$ cat config.mk
export PLATFORM = sky130hd
export DESIGN_NAME = layer_mac_scheduler
export DESIGN_NICKNAME = d
export VERILOG_FILES = /design/src/rtl/layer_mac_scheduler.sv
export SDC_FILE = /design/constraint.sdc
export NUM_CORES = 1
export LEC_CHECK = 0
export ABC_AREA = 1
export CAP_MARGIN = 20
export CORE_MARGIN = 2
export CORE_UTILIZATION = 55
export DETAILED_ROUTE_END_ITERATION = 8
export HOLD_SLACK_MARGIN = 0.15
export PLACE_DENSITY = 0.76
export SETUP_SLACK_MARGIN = 0.15
export SKIP_LAST_GASP = 1
export SLEW_MARGIN = 5
export SYNTH_ARGS = -nofsm -noshare
export SYNTH_HDL_FRONTEND = slang
export SYNTH_SLANG_ARGS = --single-unit
$ cat constraint.sdc
create_clock -name clk -period 14 [get_ports clk]
set_clock_uncertainty 0.2 [all_clocks]
set_input_delay 2.1 -clock clk [delete_from_list [all_inputs] [get_ports clk]]
set_output_delay 2.1 -clock clk [all_outputs]
set_load 0.05 [all_outputs]
$ cat src/rtl/layer_mac_scheduler.sv
// Time-multiplexed fully-connected layer controller: one shared signed 8x8 MAC
// sequenced over every output neuron, with ReLU/round/saturate requantisation.
module layer_mac_scheduler #(
    parameter int N_IN  = 15,
    parameter int N_OUT = 16,
    parameter int WA    = $clog2(N_IN * N_OUT),
    parameter int BA    = (N_OUT > 1) ? $clog2(N_OUT) : 1
) (
    input  logic          clk,
    input  logic          reset,
    input  logic          start,
    output logic          busy,
    output logic          done,
    input  logic          in_valid,
    input  logic [7:0]    in_data,
    output logic          in_ready,
    output logic [WA-1:0] w_addr,
    input  logic [7:0]    w_data,
    output logic [BA-1:0] b_addr,
    input  logic [15:0]   b_data,
    output logic          out_valid,
    output logic [7:0]    out_data,
    output logic [BA-1:0] out_idx,
    input  logic          out_ready
);
    localparam int KW = $clog2(N_IN + 1);
    localparam logic [KW-1:0] L_CLAST = KW'(N_IN - 1);
    localparam logic [KW-1:0] L_CEND  = KW'(N_IN);
    localparam logic [KW-1:0] L_ONE   = KW'(1);
    localparam logic [BA-1:0] L_JLAST = BA'(N_OUT - 1);
    localparam logic [WA-1:0] L_NIN   = WA'(N_IN);

    typedef enum logic [2:0] {
        S_IDLE, S_LOAD, S_MAC, S_POST, S_OUT, S_DONE
    } state_t;

    state_t r_state;
    state_t w_next;

    logic [KW-1:0]      r_c;
    logic [BA-1:0]      r_j;
    logic signed [22:0] r_acc;
    logic [7:0]         r_buf [N_IN];

    logic [KW-1:0]      w_bidx;
    logic signed [7:0]  w_act;
    logic signed [15:0] w_prod;
    logic signed [22:0] w_prod_x;
    logic signed [22:0] w_bias_x;
    logic [7:0]         w_q;

    always_ff @(posedge clk) begin
        if (reset) r_state <= S_IDLE;
        else       r_state <= w_next;
    end

    always_comb begin
        w_next    = r_state;
        busy      = 1'b1;
        done      = 1'b0;
        in_ready  = 1'b0;
        out_valid = 1'b0;
        unique case (r_state)
            S_IDLE: begin
                busy = 1'b0;
                if (start) w_next = S_LOAD;
            end
            S_LOAD: begin
                in_ready = 1'b1;
                if (in_valid && r_c == L_CLAST) w_next = S_MAC;
            end
            S_MAC:  if (r_c == L_CEND) w_next = S_POST;
            S_POST: w_next = S_OUT;
            S_OUT: begin
                out_valid = 1'b1;
                if (out_ready) w_next = (r_j == L_JLAST) ? S_DONE : S_MAC;
            end
            S_DONE: begin
                done   = 1'b1;
                w_next = S_IDLE;
            end
            default: w_next = S_IDLE;
        endcase
    end

    // MAC cycle c consumes the weight addressed in cycle c-1
    assign w_bidx   = (r_c == '0) ? '0 : r_c - L_ONE;
    assign w_act    = r_buf[w_bidx];
    assign w_prod   = w_act * $signed(w_data);
    assign w_prod_x = {{7{w_prod[15]}}, w_prod};
    assign w_bias_x = {{7{b_data[15]}}, b_data};

    assign w_addr = (r_state == S_MAC) ? (WA'(r_j) * L_NIN + WA'(r_c)) : '0;
    assign b_addr = r_j;

    // Round carry may wrap 127+1 to 8'h80; the golden model expects that
    always_comb begin
        w_q = r_acc[13:6] + {7'b0, r_acc[5]};
        if (r_acc[22])          w_q = 8'd0;
        else if (|r_acc[21:13]) w_q = 8'd127;
    end

    always_ff @(posedge clk) begin
        if (r_state == S_LOAD && in_valid) r_buf[r_c] <= in_data;
    end

    always_ff @(posedge clk) begin
        if (reset) begin
            r_c      <= '0;
            r_j      <= '0;
            r_acc    <= '0;
            out_data <= '0;
            out_idx  <= '0;
        end else begin
            unique case (r_state)
                S_IDLE: begin
                    r_c <= '0;
                    r_j <= '0;
                end
                S_LOAD: begin
                    if (in_valid) r_c <= (r_c == L_CLAST) ? '0 : r_c + L_ONE;
                end
                S_MAC: begin
                    if (r_c == L_ONE)    r_acc <= w_bias_x + w_prod_x;
                    else if (r_c != '0)  r_acc <= r_acc + w_prod_x;
                    r_c <= (r_c == L_CEND) ? '0 : r_c + L_ONE;
                end
                S_POST: begin
                    out_data <= w_q;
                    out_idx  <= r_j;
                end
                S_OUT: begin
                    if (out_ready && r_j != L_JLAST) r_j <= r_j + BA'(1);
                end
                default: ;
            endcase
        end
    end
endmodule

==> results_dict.tcl, run 1 <==
set metrics [dict create \
    rows 55 \
    cts_sinks 166 \
    drt-total-wl_mm 32.3 \
    worst-slew-pin-transition_ns 1.11 \
    fp.dieH_um 155 \
    slowest_stage "dfxtp_1" \
    start_util 0.557 \
    crit_path_start "r_c[0]" \
    clk_latency_ns 0.45 \
    start_kind "flip-flop" \
    dieArea_sq_um 24000 \
    final_cell_mix "335 x nand2_1, 211 x inv_1, 145 x nor2_1, 122 x nand3_1, 120 x edfxtp_1" \
    viasPerCell 5.67 \
    synth-seq-cells 166 \
    grt.overflow.total 0 \
    dr.first_iter.drc_count 1051 \
    status "completed" \
    min_period_ns 9.09 \
    synth_cell_types 49 \
    finalWorstSetupSlack_ns 4.91 \
    grt_pass1_vias 10260 \
    drc_errors 0 \
    clock_path_buffers 2 \
    cts_made_buffers 17 \
    finalCoreUtilization 0.622 \
    grt_pass1_wl_mm 52.4 \
    slew_headroom 0.260 \
    design.core.area_sq_um 22500 \
    antenna_found_initial 0 \
    cp-end-kind "flip-flop" \
    layout.nets 1780 \
    io_pins 65 \
    die_w_um 155 \
    hold_start "out_data[2]" \
    worstPathArrival_ns 9.22 \
    yosysWarnings 0 \
    layout-drive-gt1-share 0.0651 \
    ys_seq_area_frac 0.361 \
    cts_tree "built" \
    wire_per_inst_um 17.1 \
    worst_ep_required_time_ns 14.13 \
    final_max_slew_viol_count 0 \
    grt_max_degree 51 \
    ant_nets 0 \
    syn_nets 1724 \
    vias 10674 \
    stdcell_count 1883 \
    netlist_area_sq_um 12500 \
    avgSynthCellArea_sq_um 8.20 \
    rsz0062_at_grt "false" \
    first_pass_iters 5 \
    cpMostUsedCell "nand2_1" \
    grt_use_total 0.277 \
    cts_resized 0 \
    gp_congestion 0.949 \
    cts_hold_buf 0 \
    final.setup.tns_ns 0 \
    post_cts_buffers 0 \
    root_buffer "clkbuf_16" \
    area_delta_synth_final_pct 11.7 \
    dp_worst_setup_slack_ns 5.12 \
    synthCells 1529 \
    critPathKind "flip-flop to flip-flop" \
    mostFrequentLayoutCell "nand2_1" \
    hold_violations 0 \
    setup_viol 0 \
    num_antenna_cells 0 \
    h-tree-depth 4 \
    path_max_fanout 30 \
    layout_worst_path_cycle_share 0.649 \
    clk_pin_slew_ns 0.07 \
    cpPeakStageDelay_ns 1.05 \
    hp-class "flip-flop to flip-flop" \
    max_freq_mhz 110 \
    hpwl_mm 23.9 \
    dp_cells 1850 \
    rr_startpoint "r_c[0]" \
    drv_cap 0 \
    io_buffer_count 64 \
]
==> stage by stage <==
step                      hold slack (ns)  area [sq um]
after global routing                0.289         14000
after global placement              0.256         13400
after floorplan                     0.271         12500
after detailed placement            0.261         13400
final                               0.273         14000
after CTS                           0.272         14000
==> state kept, by name, indices dropped and copies added, names as in the netlist <==
name and count:
r_acc 23, r_buf 120, r_state 3, out_data 8, r_c 4, b_addr 4, out_idx 4
==> cell families (layout without fill, tap and decap cells) <==
kind of cell,Yosys count,after routing,synth area share
and+or+nand+nor,670,670,0.234
buffers and inverters,266,335,0.0863
AOI/OAI and AO/OA,248,248,0.108
DFF,166,166,0.361
adders and majority gates,158,158,0.196
xor gates and xnor gates,21,21,0.0153
==> critical path, delay by kind of cell, from the launching register on <==
family	cells	cell delay, ns
adder cells (fa/ha/maj)	7	3.56
AND/OR/NAND/NOR	18	2.00
buffers and inverters	9	1.33
flip-flops	1	1.05
AO/OA/AOI/OAI	6	0.81
==> final timing paths <==
path | to | slack [ns] | depth (start not counted)
worst max register to register | r_acc[16] | 4.91 | 40
worst min register to register | out_data[2] | 0.27 | 2
worst min-delay path | out_data[2] | 0.27 | 2
worst max-delay path | r_acc[16] | 4.91 | 40
==> metal layers <==
layer,up-vias,share of wire,track usage
met5,-,0,0
met1,4994,0.43,0.382
met3,79,0.078,0.0409
met4,0,0.028,0.0935
met2,456,0.46,0.449
li1,5145,-,-
==> cell usage after synthesis (all sizes together) <==
master    n  area share
buf      24       0.014
o22ai     5      0.0025
xnor2     7      0.0049
nor3     18      0.0094
o211ai   10      0.0060
nand3   127       0.053
o211a     1     0.00080
inv     233       0.070
nand4     7      0.0035
a22oi     5      0.0030
and2      1     0.00050
o21ai    90       0.037
nor2    154       0.049
dfxtp    46       0.073
o41ai     1     0.00070
a21oi   118       0.048
a21o      2      0.0012
nand2   349        0.11
a21boi    2      0.0012
fa       64        0.10
xor2     14       0.010
ha       94       0.094
o21a      1     0.00060
a211oi    1     0.00060
a31oi     6      0.0030
nor4      1     0.00050
or2       6      0.0030
o21bai    5      0.0030
edfxtp  120        0.29
o31ai     1     0.00060
clkbuf    9      0.0027
nand3b    7      0.0042
==> final cells by class <==
| class | count | area [sq um] |
|---|---|---|
| clock buffers | 17 | 425 |
| inverters | 233 | 877 |
| well taps | 285 | 357 |
| flip-flops and latches | 166 | 4520 |
| fillers | 1925 | 8500 |
| multi-input cells | 1097 | 6930 |
| repair buffers | 70 | 689 |
| clock inverters | 15 | 198 |
Power of run 1 is not shown: default switching activity piles up to over one toggle a cycle in this logic, so the estimate is an artifact.
==> inputs of run 2 (changes only) <==
clock period = 8.75 ns   (was 14 ns; I/O delays follow)
==> results_dict.tcl, run 2 (synthesis results as in run 1) <==
set metrics [dict create \
    status "completed" \
    top_register "r_buf" \
    grt_use_total 0.265 \
    setup_viol 0 \
    clk_latency_ns 0.45 \
    rows 55 \
    wl_met3_mm 2.17 \
    path_buf_inv 7 \
    clk_pin_slew_ns 0.08 \
    top_regs "r_buf (120), r_acc (23), out_data (8)" \
    cp-end-kind "flip-flop" \
    layout-drive-gt1-share 0.0651 \
    wire_per_inst_um 16.4 \
    drv_cap 0 \
    max_freq_mhz 126 \
    worst-slew-pin-transition_ns 0.950 \
    io_pins 65 \
    path_delay_family "adder cells" \
    vias 10555 \
    final.setup.tns_ns 0 \
    min_period_ns 7.95 \
    h-tree-depth 4 \
    die_w_um 155 \
    rsz0062_at_grt "false" \
    drc_errors 0 \
    cpMostUsedCell "nand2_1" \
    root_buffer "clkbuf_16" \
    ant_nets 0 \
    viasPerCell 5.61 \
    num_antenna_cells 0 \
    post_cts_buffers 0 \
    slowest_stage "fa_1" \
    design.core.area_sq_um 22500 \
    hp-class "flip-flop to flip-flop" \
    cts_hold_buf 0 \
    worst_ep_required_time_ns 8.88 \
    dr_wl_met2_mm 14.4 \
    worstPathArrival_ns 8.09 \
    cpPeakStageDelay_ns 0.56 \
    cts_tree "built" \
    routed.top_layer "met4" \
    final_max_slew_viol_count 0 \
    path_max_fanout 26 \
    drt-total-wl_mm 30.9 \
    grt.overflow.total 0 \
    first_pass_iters 5 \
    io_buffer_count 64 \
    antenna_found_initial 0 \
    hpwl_mm 23.0 \
    layout.nets 1779 \
    slew_headroom 0.365 \
    critPathKind "flip-flop to flip-flop" \
    gp_congestion 0.937 \
    cts_resized 0 \
    dieArea_sq_um 24000 \
    dr.first_iter.drc_count 893 \
    mostFrequentLayoutCell "nand2_1" \
    fp.dieH_um 155 \
    start_kind "flip-flop" \
    cts_made_buffers 17 \
    cts_sinks 166 \
    grt_pass1_wl_mm 50.7 \
    clock_path_buffers 2 \
    grt_pass1_vias 10346 \
    hold_violations 0 \
    grt_max_degree 51 \
    start_util 0.557 \
    area_delta_synth_final_pct 11.3 \
    final_cell_mix "335 x nand2_1, 211 x inv_1, 145 x nor2_1, 122 x nand3_1, 120 x edfxtp_1" \
    layout_worst_path_cycle_share 0.909 \
    largest_reg_flops 120 \
    wl_met1_mm 13.4 \
]
## run 2: routing by layer
layer	GRT usage	up-vias
li1	-	5124
met1	0.358	4958
met2	0.428	408
met3	0.0432	65
met4	0.112	0
met5	0	-
## run 2: cell type report
cell class / count / area (sq um)
Sequential cell: 166 / 4520
Clock buffer: 17 / 425
Tap cell: 285 / 357
Inverter: 233 / 877
Multi-Input combinational cell: 1097 / 6940
Fill cell: 1949 / 8550
Timing Repair Buffer: 69 / 678
Clock inverter: 15 / 155
## run 2: path summary, 6_finish.rpt
path	end	cells past startpoint	slack, ns	start
worst max-delay path	r_acc[16]	41	0.80	r_c[1]
worst min-delay path	out_data[0]	2	0.27	out_data[0]
worst max register to register	r_acc[16]	41	0.80	r_c[1]
worst min register to register	out_data[0]	2	0.27	out_data[0]
## run 2: through the flow
step                      worst slack [ns]  cells  area, sq um  hold WS (ns)   util
final                                0.798   1882        14000         0.273  0.620
after floorplan                       1.94   1529        12500         0.271      -
after global placement               0.930   1850        13400         0.257  0.594
after detailed placement             0.873   1850        13400         0.261  0.594
after CTS                            0.836   1882        14000         0.274  0.620
after global routing                 0.183   1882        14000         0.294  0.620
## run 2: worst register-to-register path, delay by kind of cell (launching register included)
kind                     cells  cell delay (ns)
AO/OA/AOI/OAI                6             0.74
adder cells (fa/ha/maj)      7             3.15
flip-flops                   1             0.44
AND/OR/NAND/NOR             20             2.01
buffers and inverters        7             0.93
XOR/XNOR                     1             0.38
Power of run 2 is left out for the same reason.
==> inputs of run 3 (changes only) <==
GPL_ROUTABILITY_DRIVEN = 0   (was default)
clock period = 8.73 ns   (was 8.75 ns; I/O delays follow)
==> results_dict.tcl, run 3 (synthesis results as in run 1) <==
set metrics [dict create \
    status "completed" \
    drc_errors 0 \
    die_w_um 155 \
    grt.overflow.total 0 \
    placed_area_sq_um 13400 \
    critical_path.reg2reg.endpoint "r_acc[16]" \
    clock_path_buffers 2 \
    cpMostUsedCell "nand2_1" \
    clk_latency_ns 0.44 \
    worst-slew-pin-transition_ns 1.00 \
    final_cell_mix "334 x nand2_1, 211 x inv_1, 145 x nor2_1, 122 x nand3_1, 120 x edfxtp_1" \
    antenna_found_initial 0 \
    grt_pass1_vias 10368 \
    wire_per_inst_um 16.6 \
    dr.first_iter.drc_count 903 \
    worstPathArrival_ns 8.09 \
    reg2reg_depth 40 \
    layout-drive-gt1-share 0.0658 \
    layout_worst_path_cycle_share 0.913 \
    clk_pin_slew_ns 0.07 \
    hpwl_mm 23.1 \
    hold-path-cell-count 2 \
    path_max_fanout 50 \
    hp-class "flip-flop to flip-flop" \
    ant_nets 0 \
    cpPeakStageDelay_ns 0.57 \
    rr_startpoint "r_c[1]" \
    reg2reg_slack_ns 0.76 \
    start_util 0.557 \
    postLayoutCellArea_sq_um 14000 \
    min_period_ns 7.97 \
    fp.dieH_um 155 \
    max_freq_mhz 126 \
    mostFrequentLayoutCell "nand2_1" \
    holdPathEnd "out_data[0]" \
    final_max_slew_viol_count 0 \
    final.setup.tns_ns 0 \
    multi_input_area_sq_um 6950 \
    area_delta_synth_final_pct 11.8 \
    hold_start "out_data[0]" \
    vias 10621 \
    critPathKind "flip-flop to flip-flop" \
    num_antenna_cells 0 \
    io_pins 65 \
    grt_pass1_wl_mm 51.0 \
    cp-end-kind "flip-flop" \
    io_buffer_count 64 \
    viasPerCell 5.65 \
    register_area_sq_um 4520 \
    cts_sinks 166 \
    rows 55 \
    root_buffer "clkbuf_16" \
    design.core.area_sq_um 22500 \
    fillers 1914 \
    top_register "r_buf" \
    slew_headroom 0.329 \
    first_pass_iters 6 \
    h-tree-depth 4 \
    worst_ep_required_time_ns 8.86 \
    rsz0062_at_grt "false" \
    hold_violations 0 \
    dieArea_sq_um 24000 \
    crit_path_start "r_c[1]" \
    setup_viol 0 \
    start_kind "flip-flop" \
    layout.nets 1778 \
    grt_use_total 0.267 \
    grt_max_degree 51 \
    drv_cap 0 \
    largest_reg_flops 120 \
    slowest_stage "fa_1" \
    cts_tree "built" \
    drt-total-wl_mm 31.2 \
    cts_made_buffers 17 \
    top_regs "r_buf (120), r_acc (23), out_data (8)" \
    post_cts_buffers 0 \
]
[run 3: cell count changes in the layout (fill, tap and decap cells not counted), sizes merged]
| cell | delta |
|---|---|
| bufinv | +1 |
| inv | -1 |
| clkinvlp | -3 |
| clkinv | +3 |
| buf | -1 |
[run 3: through the flow]
step                setup slack, ns   util  instances  hold WS [ns]
floorplan                      1.92      -       1529         0.271
global placement              0.950  0.594       1849         0.253
detailed placement            0.772  0.594       1849         0.260
CTS                           0.654  0.622       1881         0.271
global route                  0.177  0.623       1881         0.281
finish                        0.762  0.623       1881         0.272
[run 3: repair_timing]
item / CTS / global route
gates resized for setup: 0 / 5
setup endpoints to repair: 0 / 7
hold buffers: 0 / 0
[run 3: critical path: cells and delay by family, from the launching register on]
family	cells	cell delay (ns)
buffers and inverters	7	0.87
DFF	1	0.44
AOI/OAI and AO/OA	6	0.81
adders and majority gates	7	3.15
and+or+nand+nor	19	1.98
xor gates and xnor gates	1	0.38
[run 3: cell type report]
class                      instances  share of cell area
clock buffer                      17              0.0304
clock inverter                    15              0.0145
inverter                         233              0.0630
multi-input combinational       1097               0.496
sequential                       166               0.323
tap                              285              0.0254
timing repair buffer              68              0.0479
[run 3: layer usage]
| metal | vias up | track usage | wire length (um) |
|---|---|---|---|
| met4 | 0 | 0.0983 | 854 |
| li1 | 5142 | - | - |
| met1 | 5023 | 0.360 | 13300 |
| met2 | 390 | 0.440 | 14900 |
| met5 | - | 0 | 0 |
| met3 | 66 | 0.0409 | 2140 |
[run 3: how the worst max path moves through the flow]
stage	to	depth (start not counted)
final	r_acc[16]	40
after global routing	r_acc[18]	41
after CTS	r_acc[16]	37
after detailed placement	r_acc[16]	40
after global placement	r_acc[16]	40
after floorplan	r_acc[16]	42
Power of run 3 is left out for the same reason.
